File: src/rtl/counter_mod_updown_if.sv
// Control and status bundle for counter_mod_updown.
// The master side drives the controls; the counter (slave) drives the status.
interface counter_mod_updown_if #(
  parameter int WIDTH = 4
);
  logic             clear;
  logic             load;
  logic [WIDTH-1:0] load_value;
  logic             enable;
  logic             up_down;
  logic [WIDTH-1:0] counter_out;
  logic             terminal;
  logic             wrapped;
  logic             overflow;
  logic             underflow;

  modport master (
    output clear, load, load_value, enable, up_down,
    input  counter_out, terminal, wrapped, overflow, underflow
  );

  modport slave (
    input  clear, load, load_value, enable, up_down,
    output counter_out, terminal, wrapped, overflow, underflow
  );
endinterface

File: src/rtl/counter_mod_updown.sv
// Up/down counter over 0..MAX_COUNT with optional prescaler, wrap or saturate
// at the range ends, a one-cycle wrap pulse and sticky overflow/underflow flags.
module counter_mod_updown #(
  parameter int WIDTH     = 4,
  parameter int MAX_COUNT = 2**WIDTH - 1,
  parameter bit SATURATE  = 1'b0,
  parameter int PRESCALE  = 1
) (
  input  logic               clock,
  input  logic               reset,
  counter_mod_updown_if.slave bus
);

  localparam int               PW       = (PRESCALE > 1) ? $clog2(PRESCALE) : 1;
  localparam logic [WIDTH-1:0] MAX_V    = WIDTH'(MAX_COUNT);
  localparam logic [PW-1:0]    PRE_LAST = PW'(PRESCALE - 1);

  if (WIDTH < 2) begin : g_bad_width
    $error("counter_mod_updown: WIDTH must be at least 2");
  end
  if (MAX_COUNT < 1 || MAX_COUNT >= 2**WIDTH) begin : g_bad_max
    $error("counter_mod_updown: MAX_COUNT must lie in 1..2**WIDTH-1");
  end
  if (PRESCALE < 1) begin : g_bad_prescale
    $error("counter_mod_updown: PRESCALE must be at least 1");
  end

  logic [WIDTH-1:0] cnt_q, cnt_d;
  logic [PW-1:0]    pre_q, pre_d;
  logic             wrap_q, wrap_d;
  logic             ovf_q, ovf_d;
  logic             unf_q, unf_d;
  logic             at_top, at_bot, step;

  // Loaded values beyond the range are pinned to the top of the range.
  function automatic logic [WIDTH-1:0] clamp_load(input logic [WIDTH-1:0] v);
    return (v > MAX_V) ? MAX_V : v;
  endfunction

  assign at_top = (cnt_q == MAX_V);
  assign at_bot = (cnt_q == '0);
  assign step   = bus.enable && (pre_q == PRE_LAST);

  always_comb begin
    cnt_d  = cnt_q;
    pre_d  = pre_q;
    wrap_d = 1'b0;
    ovf_d  = ovf_q;
    unf_d  = unf_q;
    if (bus.clear) begin
      cnt_d = '0;
      pre_d = '0;
      ovf_d = 1'b0;
      unf_d = 1'b0;
    end else if (bus.load) begin
      cnt_d = clamp_load(bus.load_value);
      pre_d = '0;
    end else if (bus.enable) begin
      if (!step) begin
        pre_d = pre_q + 1'b1;
      end else begin
        pre_d = '0;
        if (bus.up_down) begin
          if (!at_top) begin
            cnt_d = cnt_q + 1'b1;
          end else begin
            ovf_d = 1'b1;
            if (!SATURATE) begin
              cnt_d  = '0;
              wrap_d = 1'b1;
            end
          end
        end else begin
          if (!at_bot) begin
            cnt_d = cnt_q - 1'b1;
          end else begin
            unf_d = 1'b1;
            if (!SATURATE) begin
              cnt_d  = MAX_V;
              wrap_d = 1'b1;
            end
          end
        end
      end
    end
  end

  always_ff @(posedge clock or negedge reset) begin
    if (!reset) begin
      cnt_q  <= '0;
      pre_q  <= '0;
      wrap_q <= 1'b0;
      ovf_q  <= 1'b0;
      unf_q  <= 1'b0;
    end else begin
      cnt_q  <= cnt_d;
      pre_q  <= pre_d;
      wrap_q <= wrap_d;
      ovf_q  <= ovf_d;
      unf_q  <= unf_d;
    end
  end

  // Terminal tracks the live direction input, not the registered one.
  assign bus.counter_out = cnt_q;
  assign bus.terminal    = bus.up_down ? at_top : at_bot;
  assign bus.wrapped     = wrap_q;
  assign bus.overflow    = ovf_q;
  assign bus.underflow   = unf_q;

endmodule
File: src/flat_wrapper.sv
// flat-port wrapper written by rule: the top's interface ports become plain ports
module counter_mod_updown_flat 
#(
  parameter int WIDTH     = 4,
  parameter int MAX_COUNT = 2**WIDTH - 1,
  parameter bit SATURATE  = 1'b0,
  parameter int PRESCALE  = 1
)
  (clock, reset, bus_clear, bus_load, bus_load_value, bus_enable, bus_up_down, bus_counter_out, bus_terminal, bus_wrapped, bus_overflow, bus_underflow);
  counter_mod_updown_if #(.WIDTH(WIDTH)) bus_i ();
  input  logic clock;
  input  logic reset;
  input wire logic [$bits(bus_i.clear)-1:0] bus_clear;
  input wire logic [$bits(bus_i.load)-1:0] bus_load;
  input wire logic [$bits(bus_i.load_value)-1:0] bus_load_value;
  input wire logic [$bits(bus_i.enable)-1:0] bus_enable;
  input wire logic [$bits(bus_i.up_down)-1:0] bus_up_down;
  output wire logic [$bits(bus_i.counter_out)-1:0] bus_counter_out;
  output wire logic [$bits(bus_i.terminal)-1:0] bus_terminal;
  output wire logic [$bits(bus_i.wrapped)-1:0] bus_wrapped;
  output wire logic [$bits(bus_i.overflow)-1:0] bus_overflow;
  output wire logic [$bits(bus_i.underflow)-1:0] bus_underflow;
  assign bus_i.clear = bus_clear;
  assign bus_i.load = bus_load;
  assign bus_i.load_value = bus_load_value;
  assign bus_i.enable = bus_enable;
  assign bus_i.up_down = bus_up_down;
  assign bus_counter_out = bus_i.counter_out;
  assign bus_terminal = bus_i.terminal;
  assign bus_wrapped = bus_i.wrapped;
  assign bus_overflow = bus_i.overflow;
  assign bus_underflow = bus_i.underflow;
  counter_mod_updown #(.WIDTH(WIDTH), .MAX_COUNT(MAX_COUNT), .SATURATE(SATURATE), .PRESCALE(PRESCALE)) u_core (.clock(clock), .reset(reset), .bus(bus_i));
endmodule
File: config.mk
export PLATFORM = sky130hd
export DESIGN_NAME = counter_mod_updown_flat
export DESIGN_NICKNAME = d
export VERILOG_FILES = /design/src/rtl/counter_mod_updown_if.sv /design/src/rtl/counter_mod_updown.sv /design/src/flat_wrapper.sv
export SDC_FILE = /design/constraint.sdc
export NUM_CORES = 1
export LEC_CHECK = 0
export BUFFER_PORTS_ARGS = -buffer_cell sky130_fd_sc_hd__buf_2
export CORE_MARGIN = 3
export CORE_UTILIZATION = 40
export DETAILED_ROUTE_END_ITERATION = 10
export PLACE_DENSITY_LB_ADDON = 0.2
export RECOVER_POWER = 25
export SLEW_MARGIN = 10
export SYNTH_ARGS = -nofsm -noshare
export SYNTH_HDL_FRONTEND = slang
export SYNTH_SLANG_ARGS = --single-unit
File: constraint.sdc
create_clock -name clock -period 2.2 [get_ports clock]
set_input_delay 0.11 -clock clock [delete_from_list [all_inputs] [get_ports clock]]
set_output_delay 0.11 -clock clock [all_outputs]
set_load 0.005 [all_outputs]
### Word level (Yosys, flattened, before mapping)

Cells that the tools add are included.

* flip-flop bits (word level): 8
* bits of input ports: 10
* logic and storage cells: 57

* $add $sub $neg: 3
* $lt $le $gt $ge: 1
* eq/ne operators: 3
* mux-type cells: 32
* bitwise operators: 1
* reduce and logical (&&, ||, !) cells: 12

Operators with widths (count)
* 2-to-1 mux 4 bit: 8
* 2-to-1 mux 1 bit: 24
* AND reduction 5 bit: 2
* nonzero test 2 bit: 5
* nonzero test 3 bit: 2
* adder 4 x 1 -> 4 bit, second input constant: 1
* equality test 4 bit, second input constant: 1
* greater-than comparator 4 bit, second input constant: 1
* zero test 4 bit: 1
* != test 2 bit, second input constant: 2
* subtractor 4 x 1 -> 4 bit, second input constant: 1
* AND reduction 2 bit: 1
* adder 1 bit, second input constant: 1
* logical AND 1 bit: 1
* inverter 1 bit: 1

### Longest topological paths before layout

* depth after elaboration: 7
* mapped depth: 6
* gate-level depth less buffers: 6

### Worst setup path after synthesis

OpenSTA, ideal clock, no wires.

* path type: reg2reg
* start: register u_core.cnt_q[0], in the netlist u_core.bus.counter_out[0]
* end: register u_core.wrap_q, in the netlist u_core.bus.wrapped
* library setup time: 0.107 ns
* arrival time: 1.448 ns
* required time: 2.093 ns
* slack: 0.646 ns
* cell stages (with the launch flop): 6
* path buffers: 0
* clock period less this slack: 1.554 ns
* cell sequence: dfrtp_1 inv_1 ha_1 nand2b_4 or3_4 a2111oi_4

* longest elaborated chain between the ends: 7

RTL lines
* start: declaration: RTL line counter_mod_updown.sv:28 `logic [WIDTH-1:0] cnt_q, cnt_d;`
* start signal: assignment: RTL line counter_mod_updown.sv:96 `cnt_q <= cnt_d;`
* equality test 4 bit / zero test 4 bit (equally long branches): RTL line counter_mod_updown.sv:40, counter_mod_updown.sv:41
* 2-to-1 mux 1 bit, on equally long branches: RTL line counter_mod_updown.sv:64, counter_mod_updown.sv:74
* 2-to-1 mux 1 bit (*): RTL line counter_mod_updown.sv:63 `if (bus.up_down) begin`
* 2-to-1 mux 1 bit (*): RTL line counter_mod_updown.sv:59 `if (!step) begin`
* 2-to-1 mux 1 bit (*): RTL line counter_mod_updown.sv:58 `end else if (bus.enable) begin`
* 2-to-1 mux 1 bit (*): RTL line counter_mod_updown.sv:55 `end else if (bus.load) begin`
* 2-to-1 mux 1 bit (*): RTL line counter_mod_updown.sv:50 `if (bus.clear) begin`
* net u_core.wrap_d: RTL line counter_mod_updown.sv:30 `logic wrap_q, wrap_d;`
* end signal: assignment: RTL line counter_mod_updown.sv:98 `wrap_q <= wrap_d;`
* end: declaration: RTL line counter_mod_updown.sv:30

Mark *: on every way through the listed nets, which the timed path passes. The rest lies on a longest branch.
A chain may end at the register's enable or synchronous reset.

### Final worst setup path

* start: register u_core.cnt_q[0], in the netlist u_core.bus.counter_out[0]
* end: output bus_terminal

* longest elaborated chain between the ends: 2

RTL lines
* equality test 4 bit / zero test 4 bit (equally long branches): RTL line counter_mod_updown.sv:40, counter_mod_updown.sv:41
* 2-to-1 mux 1 bit (*): RTL line counter_mod_updown.sv:106 `assign bus.terminal = bus.up_down ? at_top : at_bot;`
* end: declaration: RTL line flat_wrapper.sv:19 `output wire logic [$bits(bus_i.terminal)-1:0] bus_terminal;`

Every way passes the cells marked *; elsewhere a longest branch is shown, timed or not.

==> flow_metrics.py <==
metrics = {
    "global_routing": {
        "antenna_found_initial": 0,
        "overflow": 0,
        "grt_pass1_wl_um": 2260,
        "grt_use_total": 0.166,
        "grt_pass1_vias": 482,
        "grt_max_degree": 13,
    },
    "layout": {
        "multi_input_area_sq_um": 318,
        "antenna_cells": 0,
        "fin_nets": 92,
        "drive_gt1_frac": 0.308,
        "layout_common_cells": "16 x buf_2, 8 x dfrtp_1, 6 x nor3_1",
        "final_common_cell": "buf_2",
        "fillers": 130,
        "area_delta_synth_final_pct": 21.4,
        "area.sequential_sq_um": 200,
        "post-route-util": 0.555,
    },
    "timing": {
        "finalSetupViolations": 0,
        "rsz0062_at_grt": "no",
        "worst_pin_slew_ns": 0.458,
        "period_needed_ns": 1.77,
        "finalCritPeriodShare": 0.802,
        "finalHoldViolCount": 0,
        "setup_tns_ns": 0,
        "fmax_mhz": 567,
        "max_slew_margin": 0.695,
        "clock_skew_ns": 0.00699,
        "slew_violations": 0,
    },
    "setup_path": {
        "cp_max_fo": 8,
        "end_kind": "output port",
        "crit_type": "reg -> out",
        "critical_path_required_ns": 2.09,
        "arrival_ns": 1.66,
        "worst_setup_path_start_kind": "flop",
    },
    "clocking": {
        "cts-htree-levels": 1,
        "post_cts_resized": 0,
        "cts-root-buf": "clkbuf_4",
        "cts_sinks": 8,
        "clk_pin_slew_ns": 0.06,
        "cts_tree": "built",
        "clock_path_buffers": 2,
        "clkLatencyLatePin_ns": 0.26,
        "cts_buffers": 3,
    },
    "yosys": {
        "muxShareOfSynthArea": 0,
        "synth_compound_area_frac": 0.246,
        "yosys.area_share.simple": 0.255,
        "yosys_warnings": 0,
        "synth_area_leader_cell": "dfrtp_1",
        "yosys-top-cells-area": "dfrtp_1 36%, nor3_1 5.5%, a2111oi_4 5.0%",
        "seq_area_frac_synth": 0.364,
        "synth.ff_latch_count": 8,
        "synth_adder_area_share": 0.0456,
        "synthCells": 61,
        "ys_types": 27,
        "syn_avg_cell_area_sq_um": 9.00,
        "synth_nets": 73,
        "synth_xor_xnor_area_share": 0.0319,
        "syn_area_sq_um": 549,
        "synth.top_cell.area_share": 0.364,
        "synth_top_family_by_area": "simple AND/OR/NAND/NOR gates",
    },
    "power": {
        "pwr-share-comb": 0.250,
        "p_sw_mw": 0.114,
        "ir_worst_vdd_mv": 0.275,
        "p_seq_frac": 0.451,
        "power.leakage_nw": 0.316,
        "p_per_area_mw_per_mm2": 565,
        "p_int_mw": 0.263,
        "clkPwrFrac": 0.299,
        "switching_share": 0.302,
    },
    "route": {
        "vias": 504,
        "vias_per_cell": 5.48,
        "drt_pass1_iterations": 2,
        "drtIter0Drc": 6,
        "routed_wl_um": 1360,
        "wl_per_cell_um": 14.8,
        "ant_nets": 0,
        "drc_errors": 0,
    },
    "worst_hold_path": {
        "hp-class": "in -> reg",
    },
    "floorplan": {
        "die_x_um": 43.1,
        "die_y_um": 43.1,
        "rows": 12,
        "ios": 18,
        "start_util": 0.457,
        "dieArea_sq_mm": 0.00185,
        "core_sq_mm": 0.00120,
    },
    "outcome": {
        "outcome": "completed",
    },
    "place": {
        "portBuffers": 17,
        "dp_hpwl_um": 965,
        "place_congestion": 0.793,
    },
    "run": {
        "drv_cap": 0,
    },
}
[stage by stage]
step | power, mW | area, sq um | setup WS, ns | hold WS (ns) | instances
global route | 0.403 | 667 | 0.357 | 0.0380 | 92
detailed placement | 0.265 | 636 | 0.579 | -0.0321 | 88
CTS | 0.382 | 668 | 0.431 | 0.0241 | 92
finish | 0.377 | 667 | 0.435 | 0.0306 | 92
floorplan | 0.233 | 549 | 0.646 | -0.186 | 61
global placement | 0.263 | 636 | 0.614 | -0.0360 | 88
[registers in the layout, summed over array words and instances, names as in the netlist]
register                count
u_core.bus.counter_out      4
u_core.bus.overflow         1
u_core.bus.underflow        1
u_core.pre_q                1
u_core.bus.wrapped          1
[cell families (layout without fill, tap and decap cells)]
kind of cell | count (synthesis) | count (layout)
simple gates | 25 | 25
fa+ha+maj | 2 | 2
buf+inv | 8 | 25
compound gates | 16 | 16
flops | 8 | 8
xor+xnor | 2 | 2
[worst paths after layout]
| path | from | to | slack [ns] | cells after the start |
|---|---|---|---|---|
| worst max-delay path | u_core.bus.counter_out[0]$_DFFE_PN0P_ | bus_terminal | 0.43 | 6 |
| worst min-delay path | bus_enable | u_core.pre_q$_DFFE_PN0P_ | 0.03 | 2 |
| worst max register to register | u_core.bus.counter_out[0]$_DFFE_PN0P_ | u_core.bus.wrapped$_DFF_PN0_ | 0.55 | 5 |
| worst min register to register | u_core.pre_q$_DFFE_PN0P_ | u_core.pre_q$_DFFE_PN0P_ | 0.54 | 1 |
| max in group asynchronous | reset | u_core.bus.counter_out[1]$_DFFE_PN0P_ | 1.56 | 2 |
| min in group asynchronous | reset | u_core.bus.overflow$_DFFE_PN0P_ | 0.32 | 2 |
[critical path, stage by stage (launching register included)]
cell and delay [ns]:
dfrtp_1 0.46, inv_1 0.12, ha_1 0.21, nand2b_4 0.07, or3_4 0.36, nand2_1 0.07
buf_2 0.11
[Yosys cell counts]
cell,instances
o311a_1,1
nand2b_1,2
a211oi_1,1
ha_1,2
o21ai_0,1
a2111oi_4,1
a22oi_1,1
xor2_1,1
or3_4,1
nand2_1,5
buf_2,1
nor3_1,6
a21oi_1,5
nand3_1,1
inv_1,4
nor4b_1,1
o32ai_1,1
nand4_1,1
nand2b_4,1
o21ba_2,2
o31a_1,1
xnor2_1,1
nor2b_1,3
clkbuf_1,3
dfrtp_1,8
o21a_1,2
nor2_1,4
[final cells by class]
| class | instances | area share |
|---|---|---|
| repair buffers | 18 | 0.141 |
| clock buffers | 3 | 0.0338 |
| multi-input cells | 45 | 0.477 |
| inverters | 4 | 0.0225 |
| flip-flops and latches | 8 | 0.300 |
| well taps | 14 | 0.0263 |
[power groups by stage]
stage | Combinational (mW) | Clock (mW) | Sequential, mW
finish | 0.0942 | 0.113 | 0.170
global route | 0.104 | 0.127 | 0.172
CTS | 0.0950 | 0.117 | 0.170
detailed placement | 0.0924 | 0 | 0.172
global placement | 0.0916 | 0 | 0.172
floorplan | 0.0653 | 0 | 0.168
[repair_timing]
| action | 4_1_cts | 5_1_grt |
|---|---|---|
| setup buffers | 0 | 0 |
| hold buffers | 1 | 0 |
| endpoints found under the hold margin | 8 | 0 |
[layer usage]
layer  track usage  share of wire  up-vias  wire length, um
li1              -              -      251                -
met1         0.200           0.42      238              567
met2         0.278           0.52       13              706
met3        0.0636          0.057        2               77
met4        0.0361         0.0073        0               10
met5             0              0        -                0
Note: power is estimated with default switching activity, not from simulation.
